### src/rtl/alu_pkg.sv
// alu_pkg: op-code constants, FSM state encoding and op-class helpers shared by the ALU
package alu_pkg;
  typedef logic [4:0] op_t;
  localparam op_t ALU_LUI    = 5'd0;
  localparam op_t ALU_ADD    = 5'd1;
  localparam op_t ALU_SUB    = 5'd2;
  localparam op_t ALU_ADD4   = 5'd3;
  localparam op_t ALU_BEQ    = 5'd4;
  localparam op_t ALU_BNE    = 5'd5;
  localparam op_t ALU_BLT    = 5'd6;
  localparam op_t ALU_BGE    = 5'd7;
  localparam op_t ALU_BLTU   = 5'd8;
  localparam op_t ALU_BGEU   = 5'd9;
  localparam op_t ALU_SLL    = 5'd10;
  localparam op_t ALU_SRL    = 5'd11;
  localparam op_t ALU_SRA    = 5'd12;
  localparam op_t ALU_AND    = 5'd13;
  localparam op_t ALU_OR     = 5'd14;
  localparam op_t ALU_XOR    = 5'd15;
  localparam op_t ALU_SLT    = 5'd16;
  localparam op_t ALU_SLTU   = 5'd17;
  localparam op_t ALU_MUL    = 5'd18;
  localparam op_t ALU_MULH   = 5'd19;
  localparam op_t ALU_MULHSU = 5'd20;
  localparam op_t ALU_MULHU  = 5'd21;
  localparam op_t ALU_DIV    = 5'd22;
  localparam op_t ALU_DIVU   = 5'd23;
  localparam op_t ALU_REM    = 5'd24;
  localparam op_t ALU_REMU   = 5'd25;
  typedef enum logic [1:0] {IDLE, MUL, DIV, DONE} state_t;
  function automatic logic is_mul(op_t op);
    return op inside {ALU_MUL, ALU_MULH, ALU_MULHSU, ALU_MULHU};
  endfunction
  function automatic logic is_div(op_t op);
    return op inside {ALU_DIV, ALU_DIVU, ALU_REM, ALU_REMU};
  endfunction
endpackage

### src/rtl/alu_muldiv_seq.sv
// alu_muldiv_seq: iterative shift-add multiplier / restoring divider, XLEN iterations per op
module alu_muldiv_seq
  import alu_pkg::*;
#(
  parameter int XLEN = 32
) (
  input  logic            clk,
  input  logic            rst_n,
  input  logic            flush,
  input  logic            start,
  input  op_t             op,
  input  logic [XLEN-1:0] a,
  input  logic [XLEN-1:0] b,
  output logic            busy,
  output logic            done,
  output logic [XLEN-1:0] res
);
  localparam int CW = $clog2(XLEN);
  logic [XLEN-1:0] hi, lo, m, hi_n, lo_n, ma, mb, q, r;
  logic [XLEN:0] sum, rsh, diff;
  logic [2*XLEN-1:0] p;
  logic [CW-1:0] cnt;
  logic dv, hsel, neg, negr, an, bn;
  // Work on magnitudes; sign is restored on the final iteration's values
  always_comb begin
    an = a[XLEN-1] && (op inside {ALU_MULH, ALU_MULHSU, ALU_DIV, ALU_REM});
    bn = b[XLEN-1] && (op inside {ALU_MULH, ALU_DIV, ALU_REM});
    ma = an ? -a : a;
    mb = bn ? -b : b;
    sum = {1'b0, hi} + (lo[0] ? {1'b0, m} : '0);
    rsh = {hi, lo[XLEN-1]};
    diff = rsh - {1'b0, m};
    hi_n = dv ? (diff[XLEN] ? rsh[XLEN-1:0] : diff[XLEN-1:0]) : sum[XLEN:1];
    lo_n = dv ? {lo[XLEN-2:0], !diff[XLEN]} : {sum[0], lo[XLEN-1:1]};
    p = neg ? -{hi_n, lo_n} : {hi_n, lo_n};
    q = neg ? -lo_n : lo_n;
    r = negr ? -hi_n : hi_n;
    res = dv ? (hsel ? r : q) : (hsel ? p[2*XLEN-1:XLEN] : p[XLEN-1:0]);
  end
  assign done = busy && cnt == CW'(XLEN - 1);
  // A zero divisor leaves the quotient unnegated so it reads all-ones
  always_ff @(posedge clk or negedge rst_n)
    if (!rst_n) begin
      busy <= 1'b0;
      cnt <= '0;
      hi <= '0;
      lo <= '0;
      m <= '0;
      dv <= 1'b0;
      hsel <= 1'b0;
      neg <= 1'b0;
      negr <= 1'b0;
    end else if (flush) begin
      busy <= 1'b0;
      cnt <= '0;
    end else if (start) begin
      busy <= 1'b1;
      cnt <= '0;
      hi <= '0;
      dv <= is_div(op);
      lo <= is_div(op) ? ma : mb;
      m <= is_div(op) ? mb : ma;
      hsel <= op inside {ALU_MULH, ALU_MULHSU, ALU_MULHU, ALU_REM, ALU_REMU};
      neg <= (an ^ bn) && (!is_div(op) || b != '0);
      negr <= an;
    end else if (busy) begin
      hi <= hi_n;
      lo <= lo_n;
      cnt <= cnt + CW'(1);
      busy <= !done;
    end
endmodule

### src/rtl/alu_multicycle.sv
// alu_multicycle: single-cycle ALU ops plus iterative M-extension ops behind a valid/ready handshake
module alu_multicycle
  import alu_pkg::*;
#(
  parameter int XLEN = 32,
  parameter int OPW  = 5
) (
  input  logic            clk,
  input  logic            rst_n,
  input  logic            flush,
  input  logic            in_valid,
  output logic            in_ready,
  input  logic [OPW-1:0]  op,
  input  logic [XLEN-1:0] src1,
  input  logic [XLEN-1:0] src2,
  output logic            out_valid,
  input  logic            out_ready,
  output logic [XLEN-1:0] result,
  output logic            taken
);
  localparam int SW = $clog2(XLEN);
  state_t state, nxt;
  op_t o;
  logic acc, md_start, md_busy, md_done, md_act, alu_taken;
  logic [XLEN-1:0] md_res, alu_res;
  logic [SW-1:0] sh;
  assign o = op_t'(op);
  assign sh = src2[SW-1:0];
  assign in_ready = !flush && (state == IDLE || (state == DONE && out_ready));
  assign acc = in_valid && in_ready;
  assign md_start = acc && (is_mul(o) || is_div(o));
  assign md_act = state == MUL || state == DIV;
  assign out_valid = state == DONE;
  alu_muldiv_seq #(.XLEN(XLEN)) u_md (
    .clk(clk), .rst_n(rst_n), .flush(flush), .start(md_start), .op(o),
    .a(src1), .b(src2), .busy(md_busy), .done(md_done), .res(md_res)
  );
  always_comb begin
    alu_res = '0;
    alu_taken = 1'b0;
    case (o)
      ALU_LUI:  alu_res = src2;
      ALU_ADD:  alu_res = src1 + src2;
      ALU_SUB:  alu_res = src1 - src2;
      ALU_ADD4: begin
        alu_res = src1 + XLEN'(4);
        alu_taken = 1'b1;
      end
      ALU_BEQ:  alu_taken = src1 == src2;
      ALU_BNE:  alu_taken = src1 != src2;
      ALU_BLT:  alu_taken = $signed(src1) < $signed(src2);
      ALU_BGE:  alu_taken = $signed(src1) >= $signed(src2);
      ALU_BLTU: alu_taken = src1 < src2;
      ALU_BGEU: alu_taken = src1 >= src2;
      ALU_SLL:  alu_res = src1 << sh;
      ALU_SRL:  alu_res = src1 >> sh;
      ALU_SRA:  alu_res = $signed(src1) >>> sh;
      ALU_AND:  alu_res = src1 & src2;
      ALU_OR:   alu_res = src1 | src2;
      ALU_XOR:  alu_res = src1 ^ src2;
      ALU_SLT:  alu_res = XLEN'($signed(src1) < $signed(src2));
      ALU_SLTU: alu_res = XLEN'(src1 < src2);
      default:  ;
    endcase
  end
  // A lost busy while iterating can only follow an abort, so fall back to IDLE
  always_comb begin
    nxt = state;
    if (state == DONE && out_ready) nxt = IDLE;
    if (md_act && (md_done || !md_busy)) nxt = md_done ? DONE : IDLE;
    if (acc) nxt = is_mul(o) ? MUL : is_div(o) ? DIV : DONE;
    if (flush) nxt = IDLE;
  end
  always_ff @(posedge clk or negedge rst_n)
    if (!rst_n) begin
      state <= IDLE;
      result <= '0;
      taken <= 1'b0;
    end else begin
      state <= nxt;
      if (flush) begin
        result <= '0;
        taken <= 1'b0;
      end else if (acc && !md_start) begin
        result <= alu_res;
        taken <= alu_taken;
      end else if (md_act && md_done) begin
        result <= md_res;
        taken <= 1'b0;
      end
    end
endmodule

### config.mk
export PLATFORM = sky130hd
export DESIGN_NAME = alu_multicycle
export DESIGN_NICKNAME = d
export VERILOG_FILES = /design/src/rtl/alu_pkg.sv /design/src/rtl/alu_muldiv_seq.sv /design/src/rtl/alu_multicycle.sv
export SDC_FILE = /design/constraint.sdc
export NUM_CORES = 1
export LEC_CHECK = 0
export ABC_AREA = 1
export ABC_CLOCK_PERIOD_IN_PS = 4400
export CAP_MARGIN = 20
export CORE_AREA = 2 2 242 244
export DETAILED_ROUTE_END_ITERATION = 8
export DIE_AREA = 0 0 244 246
export PLACE_DENSITY_LB_ADDON = 0.2
export SYNTH_ARGS = -nofsm -noshare
export SYNTH_HDL_FRONTEND = slang
export SYNTH_SLANG_ARGS = --single-unit
### constraint.sdc
create_clock -name clk -period 4.4 [get_ports clk]
set_input_delay 0.44 -clock clk [delete_from_list [all_inputs] [get_ports clk]]
set_output_delay 0.44 -clock clk [all_outputs]
set_load 0.03 [all_outputs]
==> results.json <==
{
  "status": "complete, no violations",
  "ys_ff_latch": 141,
  "root_buffer": "clkbuf_16",
  "cts_max_path_buffers": 2,
  "wl_per_cell_um": 25.5,
  "cpMostUsedCell": "nand2_2",
  "multi_input_area_um2": 19300,
  "mostFrequentLayoutCells": "nand2_1, inv_1, buf_4",
  "final_common_cell": "nand2_1",
  "synth_area_um2": 25700,
  "fin_hold_ws_ns": 0.0732,
  "cts_hold_buf": 0,
  "synth_edf_count": 0,
  "layout.nets": 5174,
  "clock_latency_ns": 0.51,
  "firstDrtPassIters": 8,
  "syn_nets": 4769,
  "fmax_mhz": 234,
  "netlist_instances": 4520,
  "wl_met3_um": 13700,
  "wl_um": 146000,
  "synth.avg_cell_area_um2": 5.68,
  "maxCapViolations": 0,
  "power_density_nw_per_um2": 716,
  "grt_pass1_wl_um": 211000,
  "fill_cells": 6192,
  "ios": 109,
  "initial_utilization_pct": 44.7,
  "wl_met1_um": 53900,
  "peakVddDrop_mv": 0.708,
  "final_cells": 5706,
  "crit_path_end_kind": "flop",
  "dpl_worst_slack_ns": -0.125,
  "timing.final.crit_period_ns": 4.27,
  "period_share_pct": 97.1,
  "route.detailed.drc": 0,
  "grt_pass1_vias": 32600,
  "async_reset_ff_share_pct": 100,
  "yosysSeqAreaShare_pct": 13.8,
  "tightest_slew_ns": 1.06,
  "syn_to_final_growth_pct": 22.6,
  "cts_tree": "done",
  "coreArea_um2": 57400,
  "synthFlopType": "dfrtp_1",
  "htree_levels": 4,
  "p_leak_nw": 15.6,
  "setup_viol": 0,
  "drive_gt1_share_pct": 14.1,
  "fin_skew_ns": 0.0191,
  "final_max_slew_viol_count": 0,
  "arrival_ns": 4.67,
  "worstPathMaxFanout": 4,
  "row_count": 88,
  "fin_ws_ns": 0.130,
  "path_class": "flop to flop",
  "grt_max_degree": 96,
  "ant_nets": 0,
  "min_path_type": "primary input to async pin",
  "cts_sinks": 141,
  "placed_area_um2": 30500,
  "rsz0062_at_grt": "true",
  "tns_ns": 0,
  "finalPower_mw": 22.5,
  "seqCellArea_um2": 3530,
  "ys_types": 67,
  "track_usage_pct": 47.5,
  "yosys_warnings": 0,
  "overflow": 0,
  "num_vias": 34700,
  "cp_data_required_time_ns": 4.80,
  "dp.cells": 5660,
  "die_w_um": 244,
  "startpoint_type": "flop",
  "design_area_um2": 31500,
  "numCtsBuffers": 17,
  "vias_per_cell": 6.08,
  "die_y_um": 246,
  "final_core_util_pct": 54.8,
  "hold_viol": 0,
  "die-area_um2": 60000,
  "antenna_found_initial": 5,
  "place.gp.congestion": 1.10,
  "place_hpwl_um": 118000,
  "maxSlewHeadroom_pct": 29.4,
  "slowest_delay_ns": 0.37,
  "cp_slowest_cell": "dfrtp_1",
  "wl_met2_um": 62800,
  "drt_iter0_drc": 4436,
  "top_layer": "met5",
  "io_buffers": 108,
  "clk_pin_slew_worst_paths_ns": 0.08
}
## final timing paths
check / endpoint / cells past startpoint / slack, ns / start
min in group clk: taken$_DFFE_PN0P_ / 2 / 0.49 / taken$_DFFE_PN0P_
worst max-delay path: result[0]$_DFFE_PN0P_ / 34 / 0.13 / u_md.m[5]$_DFFE_PN0P_
worst min register to register: taken$_DFFE_PN0P_ / 2 / 0.49 / taken$_DFFE_PN0P_
max in group asynchronous: u_md.dv$_DFFE_PN0P_ / 2 / 3.25 / rst_n
worst max register to register: result[0]$_DFFE_PN0P_ / 34 / 0.13 / u_md.m[5]$_DFFE_PN0P_
worst min-delay path: u_md.hi[28]$_DFFE_PN0P_ / 1 / 0.07 / rst_n
## synth_stat cells (all sizes together), types with 30 or more instances
master,instances,share of area (%)
o21ai,390,7.7
inv,610,8.9
o211ai,54,1.6
buf,40,0.89
xor2,103,3.5
dfrtp,141,14
clkbuf,163,2.4
ha,171,8.3
nor3,63,1.4
a21oi,355,6.9
nand2,1152,17
nor2,479,7.5
or2,30,0.73
nand4,61,1.5
nand3,316,6.2
a31oi,33,0.80
o22ai,85,2.1
## repair_timing
action,4_1_cts,5_1_grt
pin swaps,3,23
resized for setup,4,62
endpoints found under the setup margin,9,30
buffers inserted,1,10
## routing by layer
layer | GRT usage (%) | vias up
li1 | - | 15900
met1 | 55.9 | 16000
met2 | 74.4 | 2165
met3 | 8.79 | 611
met4 | 41.5 | 4
met5 | 0 | -
## cell families after synthesis
family	synth area share, %
AND/OR/NAND/NOR	35.9
AO/OA/AOI/OAI	24.9
buffers and inverters	12.4
adder cells (fa/ha/maj)	8.65
flip-flops	13.8
XOR/XNOR	3.72
multiplexers	0.634
## critical path, delay by kind of cell, from the launching register on
family | cells | cell delay [ns]
buf+inv | 6 | 0.65
flops | 1 | 0.37
simple gates | 22 | 2.35
fa+ha+maj | 2 | 0.37
compound gates | 4 | 0.43
## state kept, by name, indices dropped and copies added, names as in the netlist
| register | count |
|---|---|
| u_md.cnt | 5 |
| u_md.lo | 32 |
| taken | 1 |
| u_md.dv | 1 |
| u_md.negr | 1 |
| state | 2 |
| u_md.busy | 1 |
| u_md.m | 32 |
| u_md.neg | 1 |
| u_md.hsel | 1 |
| result | 32 |
| u_md.hi | 32 |
## where the power goes
part | switching, mW | total, mW | internal (mW) | leakage [nW]
combinational | 12.1 | 18.5 | 6.43 | 13.6
sequential | 0.542 | 2.42 | 1.87 | 1.71
clock | 0.728 | 1.57 | 0.843 | 0.280
total | 13.4 | 22.5 | 9.14 | 15.6
## area by class of cell
cell class	instances	share of cell area, %
multi-input cells	3552	61.3
repair buffers	589	15.1
flip-flops and latches	141	11.2
inverters	624	7.45
well taps	765	3.04
clock buffers	18	1.36
clock inverters	14	0.497
diodes	3	0.0239
No activity file was read; power rests on OpenSTA's default activity.
